===== src/rtl/score_pkg.sv =====
// Shared types and helpers for the BCD score controller.
package score_pkg;

  typedef logic [3:0] bcd_t;
  typedef bcd_t [3:0] bcd4_t;

  typedef enum logic {IDLE, COUNT} state_t;

  localparam bcd4_t BCD_MAX = 16'h9999;

  // Add one to a 4-digit BCD value with decimal carry (9999 wraps to 0000).
  function automatic bcd4_t bcd_inc(input bcd4_t v);
    bcd4_t r;
    logic  c;
    r = v;
    c = 1'b1;
    for (int d = 0; d < 4; d++) begin
      if (c) begin
        if (v[d] == 4'd9) begin
          r[d] = 4'd0;
        end else begin
          r[d] = v[d] + 4'd1;
          c    = 1'b0;
        end
      end
    end
    return r;
  endfunction

endpackage


===== src/rtl/bcd_score_reg.sv =====
// Four-digit synchronous BCD counter that saturates at 9999.
module bcd_score_reg
  import score_pkg::*;
(
  input  logic       clk,
  input  logic       rst,
  input  logic       clr,
  input  logic       inc,
  output logic [3:0][3:0] q,
  output logic       at_max
);

  bcd4_t q_q, q_d;

  // Clear wins over increment; increments at the maximum are dropped.
  always_comb begin
    q_d = q_q;
    if (clr) begin
      q_d = '0;
    end else if (inc && (q_q != BCD_MAX)) begin
      q_d = bcd_inc(q_q);
    end
  end

  // Score register.
  always_ff @(posedge clk or negedge rst) begin
    if (!rst) begin
      q_q <= '0;
    end else begin
      q_q <= q_d;
    end
  end

  assign q      = q_q;
  assign at_max = (q_q == BCD_MAX);

endmodule


===== src/rtl/score_ctrl.sv =====
// Round-robin point-award arbiter feeding a saturating BCD score with high-score tracking.
module score_ctrl
  import score_pkg::*;
#(
  parameter int unsigned NREQ = 4,
  parameter int unsigned PW   = 4
) (
  input  logic                      clk,
  input  logic                      rst,
  input  logic                      clr_score,
  input  logic [NREQ-1:0]           req,
  input  logic [NREQ-1:0][PW-1:0]   pts,
  output logic [NREQ-1:0]           ack,
  output logic [3:0][3:0]           score,
  output logic [3:0][3:0]           hi_score,
  output logic                      busy,
  output logic                      sat
);

  localparam int unsigned LW = (NREQ > 1) ? $clog2(NREQ) : 1;

  state_t          state_q, state_d;
  logic [LW-1:0]   last_q, last_d;
  logic [PW-1:0]   rem_q, rem_d;
  logic [NREQ-1:0] ack_q, ack_d;
  logic            busy_q, busy_d;
  bcd4_t           hi_q;
  bcd4_t           score_w;
  logic            inc;
  logic            at_max;
  logic [NREQ-1:0] elig;
  logic            found;
  logic [LW-1:0]   sel;
  logic [LW-1:0]   cand;

  // A requester whose ack is high this cycle is not eligible again yet.
  assign elig = req & ~ack_q;

  // Round-robin pick: first eligible requester after the last winner.
  always_comb begin
    found = 1'b0;
    sel   = last_q;
    cand  = '0;
    for (int k = 1; k <= int'(NREQ); k++) begin
      cand = LW'((int'(last_q) + k) % int'(NREQ));
      if (!found && elig[cand]) begin
        found = 1'b1;
        sel   = cand;
      end
    end
  end

  // Next-state logic: grant in IDLE, drain one point per edge in COUNT.
  always_comb begin
    state_d = state_q;
    last_d  = last_q;
    rem_d   = rem_q;
    ack_d   = '0;
    busy_d  = busy_q;
    inc     = 1'b0;
    if (clr_score) begin
      state_d = IDLE;
      rem_d   = '0;
      busy_d  = 1'b0;
    end else begin
      unique case (state_q)
        IDLE: begin
          if (found) begin
            ack_d[sel] = 1'b1;
            last_d     = sel;
            rem_d      = pts[sel];
            if (pts[sel] != '0) begin
              state_d = COUNT;
              busy_d  = 1'b1;
            end
          end
        end
        COUNT: begin
          inc   = 1'b1;
          rem_d = rem_q - PW'(1);
          if (rem_q == PW'(1)) begin
            state_d = IDLE;
            busy_d  = 1'b0;
          end
        end
        default: state_d = IDLE;
      endcase
    end
  end

  // Control state registers.
  always_ff @(posedge clk or negedge rst) begin
    if (!rst) begin
      state_q <= IDLE;
      last_q  <= LW'(NREQ - 1);
      rem_q   <= '0;
      ack_q   <= '0;
      busy_q  <= 1'b0;
    end else begin
      state_q <= state_d;
      last_q  <= last_d;
      rem_q   <= rem_d;
      ack_q   <= ack_d;
      busy_q  <= busy_d;
    end
  end

  bcd_score_reg u_score (
    .clk    (clk),
    .rst    (rst),
    .clr    (clr_score),
    .inc    (inc),
    .q      (score_w),
    .at_max (at_max)
  );

  // High score follows score one cycle late; a packed BCD compare is already MSD-first.
  always_ff @(posedge clk or negedge rst) begin
    if (!rst) begin
      hi_q <= '0;
    end else if (score_w > hi_q) begin
      hi_q <= score_w;
    end
  end

  assign ack      = ack_q;
  assign score    = score_w;
  assign hi_score = hi_q;
  assign busy     = busy_q;
  assign sat      = at_max;

endmodule


===== config.mk =====
export PLATFORM = sky130hd
export DESIGN_NAME = score_ctrl
export DESIGN_NICKNAME = d
export VERILOG_FILES = /design/src/rtl/score_pkg.sv /design/src/rtl/bcd_score_reg.sv /design/src/rtl/score_ctrl.sv
export SDC_FILE = /design/constraint.sdc
export NUM_CORES = 1
export LEC_CHECK = 0
export ABC_AREA = 1
export BUFFER_PORTS_ARGS = -buffer_cell sky130_fd_sc_hd__buf_2
export CORE_UTILIZATION = 58
export CTS_BUF_LIST = sky130_fd_sc_hd__clkbuf_2 sky130_fd_sc_hd__clkbuf_4 sky130_fd_sc_hd__clkbuf_8
export DETAILED_ROUTE_END_ITERATION = 8
export GPL_TIMING_DRIVEN = 1
export PLACE_DENSITY_LB_ADDON = 0.25
export SLEW_MARGIN = 0
export SYNTH_ARGS = -nofsm -noshare
export SYNTH_HDL_FRONTEND = slang
export SYNTH_HIERARCHICAL = 1
export SYNTH_SLANG_ARGS = --single-unit

===== constraint.sdc =====
create_clock -name clk -period 2.4 [get_ports clk]
set_input_delay 0.36 -clock clk [delete_from_list [all_inputs] [get_ports clk]]
set_output_delay 0.36 -clock clk [all_outputs]
set_load 0.01 [all_outputs]

Word level (Yosys, flattened, before mapping)
Index checks and enable logic that the tools add are counted.
{"block": "totals", "out_inout_bits": 38, "ff_bits": 44}
{"block": "op_classes", "bitwise_logic": 4, "n_eq_ne": 10, "n_addsub": 9, "muxes": 58, "order_cmp": 7, "n_reduce_logical": 18}
{"operator": "$mux W4", "count": 13}
{"operator": "$mux W16", "count": 2}
{"operator": "$mux W1", "count": 30}
{"operator": "$add A4 B1 Y4 const B", "count": 4}
{"operator": "$eq A16 B16 Y1 const B", "count": 1}
{"operator": "$eq A4 B4 Y1 const B", "count": 4}
{"operator": "$gt A16 B16 Y1", "count": 1}
{"operator": "$ne A16 B16 Y1 const B", "count": 1}
{"operator": "$lt A2 B3 Y1 const B", "count": 5}
{"operator": "$bmux W1 S2", "count": 4}
{"operator": "$bmux W4 S2", "count": 1}
{"operator": "$mux W2", "count": 4}
{"operator": "$pmux W4 S2", "count": 1}
{"operator": "$reduce_bool A2 Y1", "count": 4}
{"operator": "$ne A3 B3 Y1 const B", "count": 2}
{"operator": "$reduce_and A2 Y1", "count": 3}
{"operator": "$reduce_and A3 Y1", "count": 2}
{"operator": "$logic_and A1 B1 Y1", "count": 5}
{"operator": "$add A2 B1 Y2 const B", "count": 2}
{"operator": "$add A2 B2 Y2 const B", "count": 2}
{"operator": "$and A4 B4 Y4", "count": 1}
{"operator": "$eq A4 B1 Y1 const B", "count": 1}
{"operator": "$not A4 Y4", "count": 1}
{"operator": "$pmux W1 S2", "count": 2}
{"operator": "other kinds (7)", "count": 10}

Logic depth before layout (Yosys ltp)
Gate-level depths: netlist (run 1).
{"block": "logic_depth", "depth_word": 21, "ltp_mapped": 17}

By module
The synthesis (run 1) kept the hierarchy.
{"module": "score_ctrl", "cells_each": 295, "seq_area_each_um2": 703.2, "area_each_um2": 2165.8, "n_inst": 1}
{"module": "bcd_score_reg", "cells_each": 122, "seq_area_each_um2": 400.4, "area_each_um2": 985.9, "n_inst": 1}

Worst setup path before layout (run 1)
No wires, ideal clock.
{"block": "synth_path", "path_type": "register to register", "from": "register u_score.q_q, in the netlist u_score/q[3]", "to": "register hi_q, in the netlist hi_score[10]", "setup_time_ps": 66, "slack_ps": 339, "period_less_slack_ps": 2061, "t_arrival_ps": 1994, "required_ps": 2334, "path_buffers": 1, "stages_incl_launch_ff": 11, "cell_sequence": "dfrtp_1 -> ha_1 -> a21oi_1 -> o21a_1 -> o221ai_1 -> nand2_1 -> nand4_1 -> nand2_1 -> clkbuf_1 -> nand2_1 -> nand2_1"}
{"block": "synth_between", "elab_chain_cells": 1}
{"item": "start: declaration", "line_no": "bcd_score_reg.sv:13", "source": "bcd4_t q_q, q_d;"}
{"item": "start signal: assignment", "line_no": "bcd_score_reg.sv:30", "source": "q_q <= q_d;"}
{"item": "$gt A16 B16 Y1", "line_no": "score_ctrl.sv:121", "source": "end else if (score_w > hi_q) begin"}
{"item": "end signal: assignment", "line_no": "score_ctrl.sv:122", "source": "hi_q <= score_w;"}
{"item": "end: declaration", "line_no": "score_ctrl.sv:27", "source": "bcd4_t hi_q;"}
No other way between the ends.
A chain may end at the register's enable or synchronous reset.

Final worst setup path (run 1)
{"block": "layout_path", "from": "register last_q[0]", "to": "register busy_q (netlist: busy)"}
{"block": "layout_between", "elab_chain_cells": 18}
{"item": "start: declaration", "line_no": "score_ctrl.sv:23", "source": "logic [LW-1:0] last_q, last_d;"}
{"item": "start signal: assignment", "line_no": "score_ctrl.sv:95", "source": "last_q <= LW'(NREQ - 1);"}
{"item": "start signal: assignment", "line_no": "score_ctrl.sv:101", "source": "last_q <= last_d;"}
{"item": "$add A2 B1 Y2", "line_no": "score_ctrl.sv:45", "source": "cand = LW'((int'(last_q) + k) % int'(NREQ));"}
{"item": "$bmux W1 S2", "line_no": "score_ctrl.sv:46", "source": "if (!found && elig[cand]) begin"}
{"item": "$mux W1 (not written as such)", "line_no": "score_ctrl.sv:46"}
{"item": "$mux W1", "line_no": "score_ctrl.sv:46"}
{"item": "$logic_not A1 Y1", "line_no": "score_ctrl.sv:46"}
{"item": "$logic_and A1 B1 Y1", "line_no": "score_ctrl.sv:46"}
{"item": "$mux W1", "line_no": "score_ctrl.sv:46"}
{"item": "$logic_not A1 Y1", "line_no": "score_ctrl.sv:46"}
{"item": "[2 not listed]"}
{"item": "$logic_not A1 Y1", "line_no": "score_ctrl.sv:46"}
{"item": "$logic_and A1 B1 Y1", "line_no": "score_ctrl.sv:46"}
{"item": "$mux W2", "line_no": "score_ctrl.sv:46"}
{"item": "$bmux W4 S2", "line_no": "score_ctrl.sv:72", "source": "if (pts[sel] != '0) begin"}
{"item": "$mux W4 (not written as such)", "line_no": "score_ctrl.sv:72"}
{"item": "$reduce_bool A4 Y1", "line_no": "score_ctrl.sv:72"}
{"item": "$ne A3 B3 Y1 (no line)"}
{"item": "$reduce_and A3 Y1 (no line) (*)"}
{"item": "end signal: assignment", "line_no": "score_ctrl.sv:104", "source": "busy_q <= busy_d;"}
{"item": "end: declaration", "line_no": "score_ctrl.sv:26", "source": "logic busy_q, busy_d;"}
Mark *: on every way between the ends. The rest lies on a longest branch, timed or not. The select of a mux whose other input is x is not followed.

==> summary.md, run 1 <==
| Metric | Value |
|---|---|
| Status | complete, no violations |
| Setup violators final | 0 |
| Busiest grt layer | met2 |
| Port bufs | 60 |
| Initial DRC count | around 150 |
| CTS buffer count | 5 |
| Crit path buffers/inverters | 2 |
| Overflow after GRT | 0 |
| CTS root buffer | clkbuf_8 |
| Critical Path AT | between 2 and 2.5 ns |
| Cell repeated most along the worst path | nand2_1 |
| Delay of the slowest cell on the worst path | 0.64 ns |
| Core area | 5170 µm² |
| Max clock buf depth | 2 |
| Distinct cells, synth | 31 |
| CP Max Fanout | 12 |
| Final Skew | approximately 0.0094 ns |
| Synth async-reset ratio | 1.00 |
| Yosys top cell by area | dfrtp_1 |
| Main area contributors after synthesis | dfrtp_1 33%, nand2_1 15%, ha_1 10% |
| Via Count | 3040 |
| Die H | approximately 76 µm |
| Met3 usage | 0.0437 |
| Area fraction of the dominant cell type after synthesis | 0.333 |
| Synthesis warning total | 6 |
| Slew at the pin closest to its max-slew limit | ~0.57 ns |
| Mapped cell area | approximately 3200 µm² |
| Synth Area per Inst | between 7 and 8 µm² |
| Design Area, Final | 3700 µm² |
| Final WL | 7430 µm |
| CP Capture Type | flip-flop |
| Post-route minimum period | 2.16 ns |
| Max-slew violations | 0 |
| Met1 usage | 0.343 |
| Overall routing resource usage | 0.277 |
| Vias/cell | 5.44 |
| Layout cell share with drive strength beyond 1 | 0.223 |
| Clock-pin slew on the worst setup and hold paths | ~0.090 ns |
| Pleak | 0.00204 µW |
| Number of synthesized flops with an enable pin | 0 |
| Placement Cell Area | 3550 µm² |
| WHS | about 0.12 ns |
| Critical path's top delay family | simple AND/OR/NAND/NOR gates |
| Wire per inst | 13.3 µm |
| Layout Nets | roughly 540 |
| Sequential share of the synthesized area | 0.350 |
| Ys flop type | dfrtp_1 |
| DR pass1 iterations | 4 |
| Power density cells | between 1000 and 1500 nW/µm² |
| Register bit count reported by yosys | 44 |
| Max-cap violations | 0 |
| Initial antenna violation count | 0 |
| Post-Synthesis Net Count | 466 |
| CP max stage cell | dfstp_2 |
| Fmax | ~460 MHz |
| # fillers | between 400 and 500 |
| Most frequent cell after synthesis | nand2_1 |
| DP Wirelength | 5570 µm |
| Post-route DRC | 0 |
| FP Rows | 26 |
| Slew HR | 0.618 |
| Post-Synthesis Cells | roughly 420 |
| Final hold vios | 0 |
| First-pass GRT wire length | 11900 µm |
| Die width | roughly 76 µm |
| Worst-skew pair later-pin latency | about 0.3 ns |
| Required time of the worst setup path | about 2.6 ns |
| Post-synth top cells | 130 x nand2_1, 61 x nand3_1, 43 x inv_1 |
| Vias in the first global route | around 2700 |
| Routing usage on met2 | 0.498 |
| CP Class | flip-flop to flip-flop |
| Clock Sinks | 44 |
| Crit-path cells | buf_4 > nand2_2 > nand2_2 > nand3_4 > nand3_1 > nand2_1 > nand2_8 > nand2_8 > inv_1 > nand2_1 > nand3_1 > nand2_1 > nor2_1 > nand2_1 > nand2_1 > nand2_1 |
| Overall power | ~4800 µW |
| Final ANT Viol Nets | 0 |
| Die ar. | approximately 5700 µm² |
| Peak supply drop | about 840 µV |
| Placer Congestion | ~0.9 |
| Final Util | 0.715 |
| Synthesis-to-finish area growth | 17.3% |
| Diodes inserted | 0 |
| Hold Path Class | primary input to asynchronous set/reset pin |
| Largest net degree at the start of global routing | 45 |
| Final worst-path cycle share | 0.901 |
| IO Count | a little over 60 |
| Htree depth | 2 |
| Initial Utilization | 0.609 |
| Startpoint types | flip-flop |
| TritonCTS clock tree | yes |
==> final timing paths <==
| check | startpoint | to | slack (ns) | cells past startpoint |
|---|---|---|---|---|
| setup / recovery | last_q[0] | busy | 0.24 | 16 |
| hold / removal | rst | ack[2] | 0.12 | 2 |
| setup reg to reg | last_q[0] | busy | 0.24 | 16 |
| hold reg to reg | hi_score[11] | hi_score[11] | 0.50 | 2 |
| max in group asynchronous | rst | u_score/q[8] | 1.88 | 2 |
| min in group clk | hi_score[11] | hi_score[11] | 0.50 | 2 |
==> registers in the layout (all words and copies together) (netlist names) <==
register	cells
u_score/q	16
busy	1
rem_q	4
ack	4
hi_score	16
last_q	2
state_q	1
==> placed cells by master (no fill, tap or decap), drive strengths merged <==
cell type  Yosys  final
a21oi         11     11
a22oi          4      4
a31oi          2      2
and3           2      2
buf            3     70
clkbuf         3      6
clkinvlp       0      2
dfrtp         42     42
dfstp          2      2
ha            26     26
inv           48     48
nand2        142    142
nand3         69     69
nand3b         2      2
nand4          6      6
nor2          27     27
nor3           3      3
nor4           1      1
o21a           2      2
o21ai         10     10
o221ai         1      1
o22ai          1      1
or2            1      1
xnor2          3      3
xor2           6      6
==> cell type report <==
type                    instances  area [µm²]  share of cell area
well taps                      70        87.6              0.0237
repair buffers                 70         379               0.103
multi-input cells             319        1850               0.500
clock buffers                   6        82.6              0.0223
flip-flops and latches         44        1100               0.298
clock inverters                 2        15.0             0.00406
inverters                      48         180              0.0487
==> stage by stage <==
step	TNS [ns]	worst slack [ns]	instances
5_1_grt	-0.000304	-0.000304	559
6_report	0	0.237	559
3_5_place_dp	0	0.132	549
2_1_floorplan	0	0.339	417
4_1_cts	0	0.131	557
3_3_place_gp	0	0.270	549
==> timing repair <==
| item | CTS | global route |
|---|---|---|
| endpoints found under the setup margin | 0 | 3 |
| gates resized for setup | 0 | 5 |
| buffers inserted | 0 | 2 |
| hold buffers | 0 | 0 |
==> cells by family (layout without fill, tap and decap cells) <==
kind of cell | count (synthesis) | count (layout) | synth area share
simple gates | 253 | 253 | 0.392
buf+inv | 54 | 126 | 0.0715
flops | 44 | 44 | 0.350
compound gates | 31 | 31 | 0.0584
fa+ha+maj | 26 | 26 | 0.103
xor+xnor | 9 | 9 | 0.0250
==> metal layers <==
layer,share of wire,up-vias
met3,0.047,15
li1,-,1506
met4,0.018,0
met2,0.49,96
met1,0.44,1423
met5,0,-
==> power breakdown <==
part	internal, µW	switching [µW]
Clock	234	274
Sequential	965	219
Combinational	1070	2020
Note: power is estimated with default switching activity, not from simulation.
==> run 2: changes to the inputs <==
Settings changed: ABC_AREA 1 to 0, CORE_UTILIZATION 58 to 57.
==> run 2 against run 1 <==
Critical path type is now flip-flop to output pin; synthesized area decreased by 8.1%; hold slack gained 0.00087 ns; combinational power is 58% lower; cell count is 23% lower; flip-flop and latch count unchanged; routed wire length down 15%; critical endpoint is now sat; highest routed layer unchanged.
==> summary.md, run 2 <==
| Metric | Value |
|---|---|
| Status | complete, no violations (unchanged) |
| Pleak | 0.00182 µW (was 0.00204 µW) |
| Initial Utilization | 0.601 (was 0.609) |
| Hold Path Class | primary input to asynchronous set/reset pin (unchanged) |
| Synth Area per Inst | 10.2 µm² (was 7.56 µm²) |
| Power density cells | 819 nW/µm² (was 1290 nW/µm²) |
| Setup violators final | 0 (unchanged) |
| CP Capture Type | output pin (was flip-flop) |
| Core area | 4820 µm² (was 5170 µm²) |
| Port bufs | 60 (unchanged) |
| Synth Area in Compound Gates | 0.153 (was 0.0584) |
| CP Max Fanout | 6 (was 12) |
| Die ar. | 5370 µm² (was 5730 µm²) |
| Vias/cell | 5.57 (was 5.44) |
| Post-Synthesis Cells | 285 (was 417) |
| Most frequent cell after synthesis | dfrtp_1 (was nand2_1) |
| Wire per inst | 14.6 µm (was 13.3 µm) |
| Overall routing resource usage | 0.249 (was 0.277) |
| Final setup margin | 0.0697 ns (was 0.237 ns) |
| Startpoint types | flip-flop (unchanged) |
| Most frequent cells in the layout | 59 x buf_2, 40 x dfrtp_1, 24 x inv_1, 24 x ha_1 (was 130 x nand2_1, 60 x nand3_1, 60 x buf_2) |
| Max-slew violations | 0 (unchanged) |
| Post-route DRC | 0 (unchanged) |
| Via Count | 2400 (was 3040) |
| XOR/XNOR share of the synthesized area | 0.00908 (was 0.0250) |
| Setup TNS | 0 ns (unchanged) |
| Final Util | 0.731 (was 0.715) |
| CP Class | flip-flop to output pin (was flip-flop to flip-flop) |
| Final WL | 6300 µm (was 7430 µm) |
| Peak supply drop | 456 µV (was 839 µV) |
| DR pass1 iterations | 4 (unchanged) |
| Final Skew | 0.00741 ns (was 0.00938 ns) |
| IO Count | 61 (unchanged) |
| Yosys top cell by area | dfrtp_1 (unchanged) |
| Overflow after GRT | 0 (unchanged) |
| Clock-pin slew on the worst setup and hold paths | 0.08 ns (was 0.09 ns) |
| Diodes inserted | 0 (unchanged) |
| Final hold vios | 0 (unchanged) |
| Synthesis warning total | 6 (unchanged) |
| Max clock buf depth | 2 (unchanged) |
| Critical Path AT | 1.97 ns (was 2.36 ns) |
| Switching Share | 0.348 (was 0.526) |
| Main area contributors after synthesis | dfrtp_1 36%, ha_1 11%, mux2_2 7.8% (was dfrtp_1 33%, nand2_1 15%, ha_1 10%) |
| Die H | 73.3 µm (was 75.7 µm) |
| Final worst-path cycle share | 0.971 (was 0.901) |
| Worst r2r path cells | 8 (was 16) |
| Pre-CTS setup slack | 0.204 ns (was 0.132 ns) |
| Combinational family with the most area after synthesis | simple AND/OR/NAND/NOR gates (unchanged) |
| Adder-cell share of the synthesized area | 0.112 (was 0.103) |
| RSZ-0062 raised after global routing | no |
| Mapped cell area | 2900 µm² (was 3150 µm²) |
| Synth async-reset ratio | 1.00 (unchanged) |
| Final ANT Viol Nets | 0 (unchanged) |
| Max-cap violations | 0 (unchanged) |
| FP Rows | 25 (was 26) |
| CTS root buffer | clkbuf_8 (unchanged) |
| Internal power | 1880 µW (was 2270 µW) |
| Register bit count reported by yosys | 44 (unchanged) |
| Sequential share of the synthesized area | 0.381 (was 0.350) |
| Number of synthesized flops with an enable pin | 0 (unchanged) |
| Layout Nets | 412 (was 537) |
| Fraction of the mapped netlist area in simple logic gates | 0.173 (was 0.392) |
| Distinct cells, synth | 57 (was 31) |
| Die width | 73.3 µm (was 75.7 µm) |
| Post-Synthesis Net Count | 334 (was 466) |
| Clock Sinks | 44 (unchanged) |
| Placer Congestion | 0.881 (was 0.928) |
| WHS | 0.125 ns (was 0.124 ns) |
| CP max stage cell | or4_4 (was dfstp_2) |
| Post-synth top cells | 42 x dfrtp_1, 26 x ha_1, 25 x inv_1 (was 130 x nand2_1, 61 x nand3_1, 43 x inv_1) |
| Fmax | 429 MHz (was 462 MHz) |
| Multiplexer share of the synthesized area | 0.118 (was 0) |
| Htree depth | 2 (unchanged) |
| Post-route minimum period | 2.33 ns (was 2.16 ns) |
| Ys flop type | dfrtp_1 (unchanged) |
| Slew HR | 0.629 (was 0.618) |
| Required time of the worst setup path | 2.04 ns (was 2.60 ns) |
| Logic pwr share | 0.446 (was 0.647) |
| CTS buffer count | 5 (unchanged) |
| DP Wirelength | 4570 µm (was 5570 µm) |
| Clk pwr share | 0.215 (was 0.106) |
| Synthesis-to-finish area growth | 21.7% (was 17.3%) |
| First-pass GRT wire length | 10300 µm (was 11900 µm) |
| Sequential share of power | 0.339 (was 0.247) |
| Largest net degree at the start of global routing | 45 (unchanged) |
| Layout cell share with drive strength beyond 1 | 0.376 (was 0.223) |
| # fillers | 373 (was 431) |
| Internal reg-to-reg setup slack | 0.18 ns (was 0.24 ns) |
| Sw power | 1000 µW (was 2520 µW) |
| Crit-path cells | buf_4 > inv_1 > ha_2 > nand3b_1 > or4_4 > inv_2 > buf_6 (was buf_4 > nand2_2 > nand2_2 > nand3_4 > nand3_1 > nand2_1 > nand2_8 > nand2_8 > inv_1 > nand2_1 > nand3_1 > nand2_1 > nor2_1 > nand2_1 > nand2_1 > nand2_1) |
| Initial antenna violation count | 0 (unchanged) |
| Post-CTS Hold Fix Bufs | 0 (unchanged) |
| Slew at the pin closest to its max-slew limit | 0.557 ns (was 0.573 ns) |
| Area fraction of the dominant cell type after synthesis | 0.363 (was 0.333) |
| Commonest non-fill, non-tap cell in the layout | buf_2 (was nand2_1) |
| Initial DRC count | 172 (was 146) |
| Worst-skew pair later-pin latency | 0.30 ns (about the same) |
| Delay of the slowest cell on the worst path | 0.56 ns (was 0.64 ns) |
| Vias in the first global route | 2215 (was 2717) |
| TritonCTS clock tree | yes (unchanged) |
## run 2: cell types whose count changed in the layout (fill, tap and decap cells not counted), sizes merged, moves of 4 or more
cell / delta
a21o: +5
a21oi: +9
a22oi: -4
buf: +10
inv: -22
mux2: +21
mux2i: +9
nand2: -125
nand3: -65
nor2: -12
nor3: +4
xor2: -6
## run 2: worst max-delay path: cells and delay by family, from the launching register on
family	cells	cell delay (ns)
fa+ha+maj	1	0.20
buf+inv	4	0.41
flops	1	0.38
simple gates	2	0.68
## run 2: worst paths after layout
check | from | end
worst min-delay path | rst | hi_score[6]
min in group clk | busy | busy
worst max register to register | u_score/q[13] | hi_score[0]
worst min register to register | busy | busy
worst max-delay path | u_score/q[1] | sat
max in group asynchronous | rst | u_score/q[4]
## run 2: through the flow
stage / power (µW) / cell area [µm²] / instances
3_5_place_dp: 2250 / 3340 / 419
4_1_cts: 2890 / 3470 / 427
6_report: 2880 / 3520 / 431
2_1_floorplan: 1970 / 2900 / 285
3_3_place_gp: 2220 / 3340 / 419
5_1_grt: 3060 / 3520 / 431
## run 2: per-layer routing
metal,GRT usage,up-vias,share of wire
met5,0,-,0
met4,0.0871,0,0.0094
met3,0.0370,7,0.041
met2,0.372,58,0.45
met1,0.368,1152,0.50
li1,-,1183,-
## run 2: what timing repair did
item	4_1_cts	5_1_grt
resized for setup	1	6
setup buffers	0	4
endpoints found under the setup margin	1	1
pin swaps	1	3
## run 2: layout make-up
| class | count | area (µm²) | area share |
|---|---|---|---|
| multi-input cells | 206 | 1650 | 0.469 |
| flip-flops and latches | 44 | 1110 | 0.314 |
| repair buffers | 80 | 457 | 0.130 |
| well taps | 67 | 83.8 | 0.0238 |
| inverters | 26 | 97.6 | 0.0277 |
| clock buffers | 7 | 96.3 | 0.0273 |
| clock inverters | 1 | 30.0 | 0.00852 |
## run 2: power by group through the flow
stage	sequential (µW)	clock, µW	combinational (µW)
CTS	978	637	1280
floorplan	986	0	980
detailed placement	993	0	1260
global placement	984	0	1230
global route	997	661	1400
finish	978	620	1290
## run 2: logic make-up after synthesis
group | after synthesis
compound gates | 62
xor+xnor | 3
fa+ha+maj | 26
buf+inv | 35
flops | 44
mux | 30
simple gates | 85
==> run 3: changes to the inputs <==
Settings changed: RECOVER_POWER set to 100.
==> run 3 against run 2 <==
Clock skew shrank 0.0024 ns; largest power group unchanged; clock-buffer cell count did not move; flip-flop and latch count unchanged; sequential power about the same; cell count did not move; utilization down 1.4 points; via count unchanged; routed wire length rose by 0.92%; design area shrank 1.9%; non-clock buffer count unchanged; power decreased by 1.1%; register-to-register slack about the same.
==> summary.md, run 3 (same netlist as run 2, synthesis figures left out) <==
| Metric | Value |
|---|---|
| Overflow after GRT | 0 (unchanged) |
| Sw power | 1000 µW (about the same) |
| Clk pwr share | 0.217 (was 0.215) |
| Logic pwr share | 0.440 (was 0.446) |
| Via Count | 2400 (unchanged) |
| Max clock buf depth | 2 (unchanged) |
| Hold Path Class | primary input to asynchronous set/reset pin (unchanged) |
| Port bufs | 60 (unchanged) |
| Dpl cells | 419 (unchanged) |
| Layout Nets | 412 (unchanged) |
| Power density cells | 825 nW/µm² (was 819 nW/µm²) |
| RSZ-0062 raised after global routing | no (unchanged) |
| Post-route DRC | 0 (unchanged) |
| Fmax | 427 MHz (was 429 MHz) |
| TritonCTS clock tree | yes (unchanged) |
| WHS | 0.334 ns (was 0.125 ns) |
| Commonest non-fill, non-tap cell in the layout | dfrtp_1 (was buf_2) |
| CP Max Fanout | 6 (unchanged) |
| Slew HR | 0.276 (was 0.629) |
| Required time of the worst setup path | 2.04 ns (about the same) |
| Startpoint types | flip-flop (unchanged) |
| Max-slew violations | 0 (unchanged) |
| Overall routing resource usage | 0.249 (unchanged) |
| CTS buffer count | 5 (unchanged) |
| Largest net degree at the start of global routing | 45 (unchanged) |
| Clock-pin slew on the worst setup and hold paths | 0.08 ns (about the same) |
| DP Wirelength | 4570 µm (unchanged) |
| Peak supply drop | 450 µV (was 456 µV) |
| Diodes inserted | 0 (unchanged) |
| Die ar. | 5370 µm² (unchanged) |
| Critical Path AT | 1.98 ns (was 1.97 ns) |
| Wire per inst | 14.7 µm (was 14.6 µm) |
| Internal power | 1850 µW (was 1880 µW) |
| CTS root buffer | clkbuf_8 (unchanged) |
| Core area | 4820 µm² (unchanged) |
| Vias/cell | 5.57 (unchanged) |
| Initial antenna violation count | 0 (unchanged) |
| Overall power | 2850 µW (was 2880 µW) |
| Final Skew | 0.00500 ns (was 0.00741 ns) |
| IO Count | 61 (unchanged) |
| FP Rows | 25 (unchanged) |
| Setup TNS | 0 ns (unchanged) |
| Final ANT Viol Nets | 0 (unchanged) |
| Die H | 73.3 µm (unchanged) |
| Most frequent cells in the layout | 40 x dfrtp_1, 33 x buf_2, 32 x clkbuf_1 (was 59 x buf_2, 40 x dfrtp_1, 24 x inv_1, 24 x ha_1) |
| Initial DRC count | 158 (was 172) |
| Setup violators final | 0 (unchanged) |
| Pleak | 0.00167 µW (was 0.00182 µW) |
| Worst-skew pair later-pin latency | 0.30 ns (about the same) |
| Htree depth | 2 (unchanged) |
| CP Class | flip-flop to output pin (unchanged) |
| Sequential share of power | 0.343 (was 0.339) |
| Layout cell share with drive strength beyond 1 | 0.283 (was 0.376) |
| CP Capture Type | output pin (unchanged) |
| Max-cap violations | 0 (unchanged) |
| Synthesis-to-finish area growth | 19.4% (was 21.7%) |
| Final worst-path cycle share | 0.976 (was 0.971) |
| Switching Share | 0.351 (was 0.348) |
| Vias in the first global route | 2215 (unchanged) |
| DR pass1 iterations | 4 (unchanged) |
| Final WL | 6350 µm (was 6300 µm) |
| Status | complete, no violations (unchanged) |
| Initial Utilization | 0.601 (unchanged) |
| Final hold vios | 0 (unchanged) |
| Final Non-Filler Cells | 431 (unchanged) |
| Clock Sinks | 44 (unchanged) |
| Post-route minimum period | 2.34 ns (was 2.33 ns) |
| Die width | 73.3 µm (unchanged) |
| Placer Congestion | 0.881 (unchanged) |
| Slew at the pin closest to its max-slew limit | 1.09 ns (was 0.557 ns) |
| First-pass GRT wire length | 10300 µm (unchanged) |
[run 3: worst paths after layout]
| check | slack [ns] | from | endpoint | depth (start not counted) |
|---|---|---|---|---|
| worst max register to register | 0.18 | u_score/q[13] | hi_score[0] | 8 |
| worst min register to register | 0.50 | busy | busy | 1 |
| min in group clk | 0.50 | clr_score | u_score/q[1] | 3 |
| max in group asynchronous | 1.33 | rst | u_score/q[4] | 2 |
| worst min-delay path | 0.33 | rst | hi_score[6] | 2 |
| worst max-delay path | 0.06 | u_score/q[1] | sat | 7 |
[run 3: critical path, cell delays in order, from the launching register on]
cell and delay, ns:
dfrtp_1 0.38, buf_4 0.16, inv_1 0.06, ha_2 0.20, nand3b_1 0.12, or4_4 0.57
inv_2 0.09, buf_6 0.10
[run 3: layout make-up]
type | instances | area (µm²)
Multi-Input combinational cell | 206 | 1640
Fill cell | 394 | 1360
Sequential cell | 44 | 1110
Timing Repair Buffer | 80 | 399
Inverter | 26 | 97.6
Clock buffer | 7 | 96.3
Tap cell | 67 | 83.8
Clock inverter | 1 | 30.0
[run 3: through the flow]
step / area [µm²] / utilization / setup WS, ns
after floorplan: 2900 / - / 0.177
after global placement: 3340 / 0.694 / 0.221
after detailed placement: 3340 / 0.694 / 0.204
after CTS: 3470 / 0.721 / 0.00625
after global routing: 3460 / 0.717 / 0.00296
final: 3460 / 0.717 / 0.0585
[run 3: timing repair]
action / CTS / global route
hold buffers: 0 / 0
endpoints found under the hold margin: 0 / 0
resized for setup: 1 / 6
endpoints found under the setup margin: 1 / 1
pin swaps: 1 / 3
buffers inserted: 0 / 4
[run 3: power by group through the flow]
stage               sequential [µW]  clock [µW]  combinational (µW)
global placement                984           0                1230
detailed placement              993           0                1260
floorplan                       986           0                 980
global route                    997         661                1370
finish                          978         619                1250
CTS                             978         637                1280
[run 3: per-layer routing]
layer  part of all wire  track usage  vias to the layer above
met4             0.0080       0.0871                        0
met1               0.50        0.368                     1151
met5                  0            0                        -
li1                   -            -                     1181
met2               0.45        0.372                       63
met3              0.042       0.0370                        5
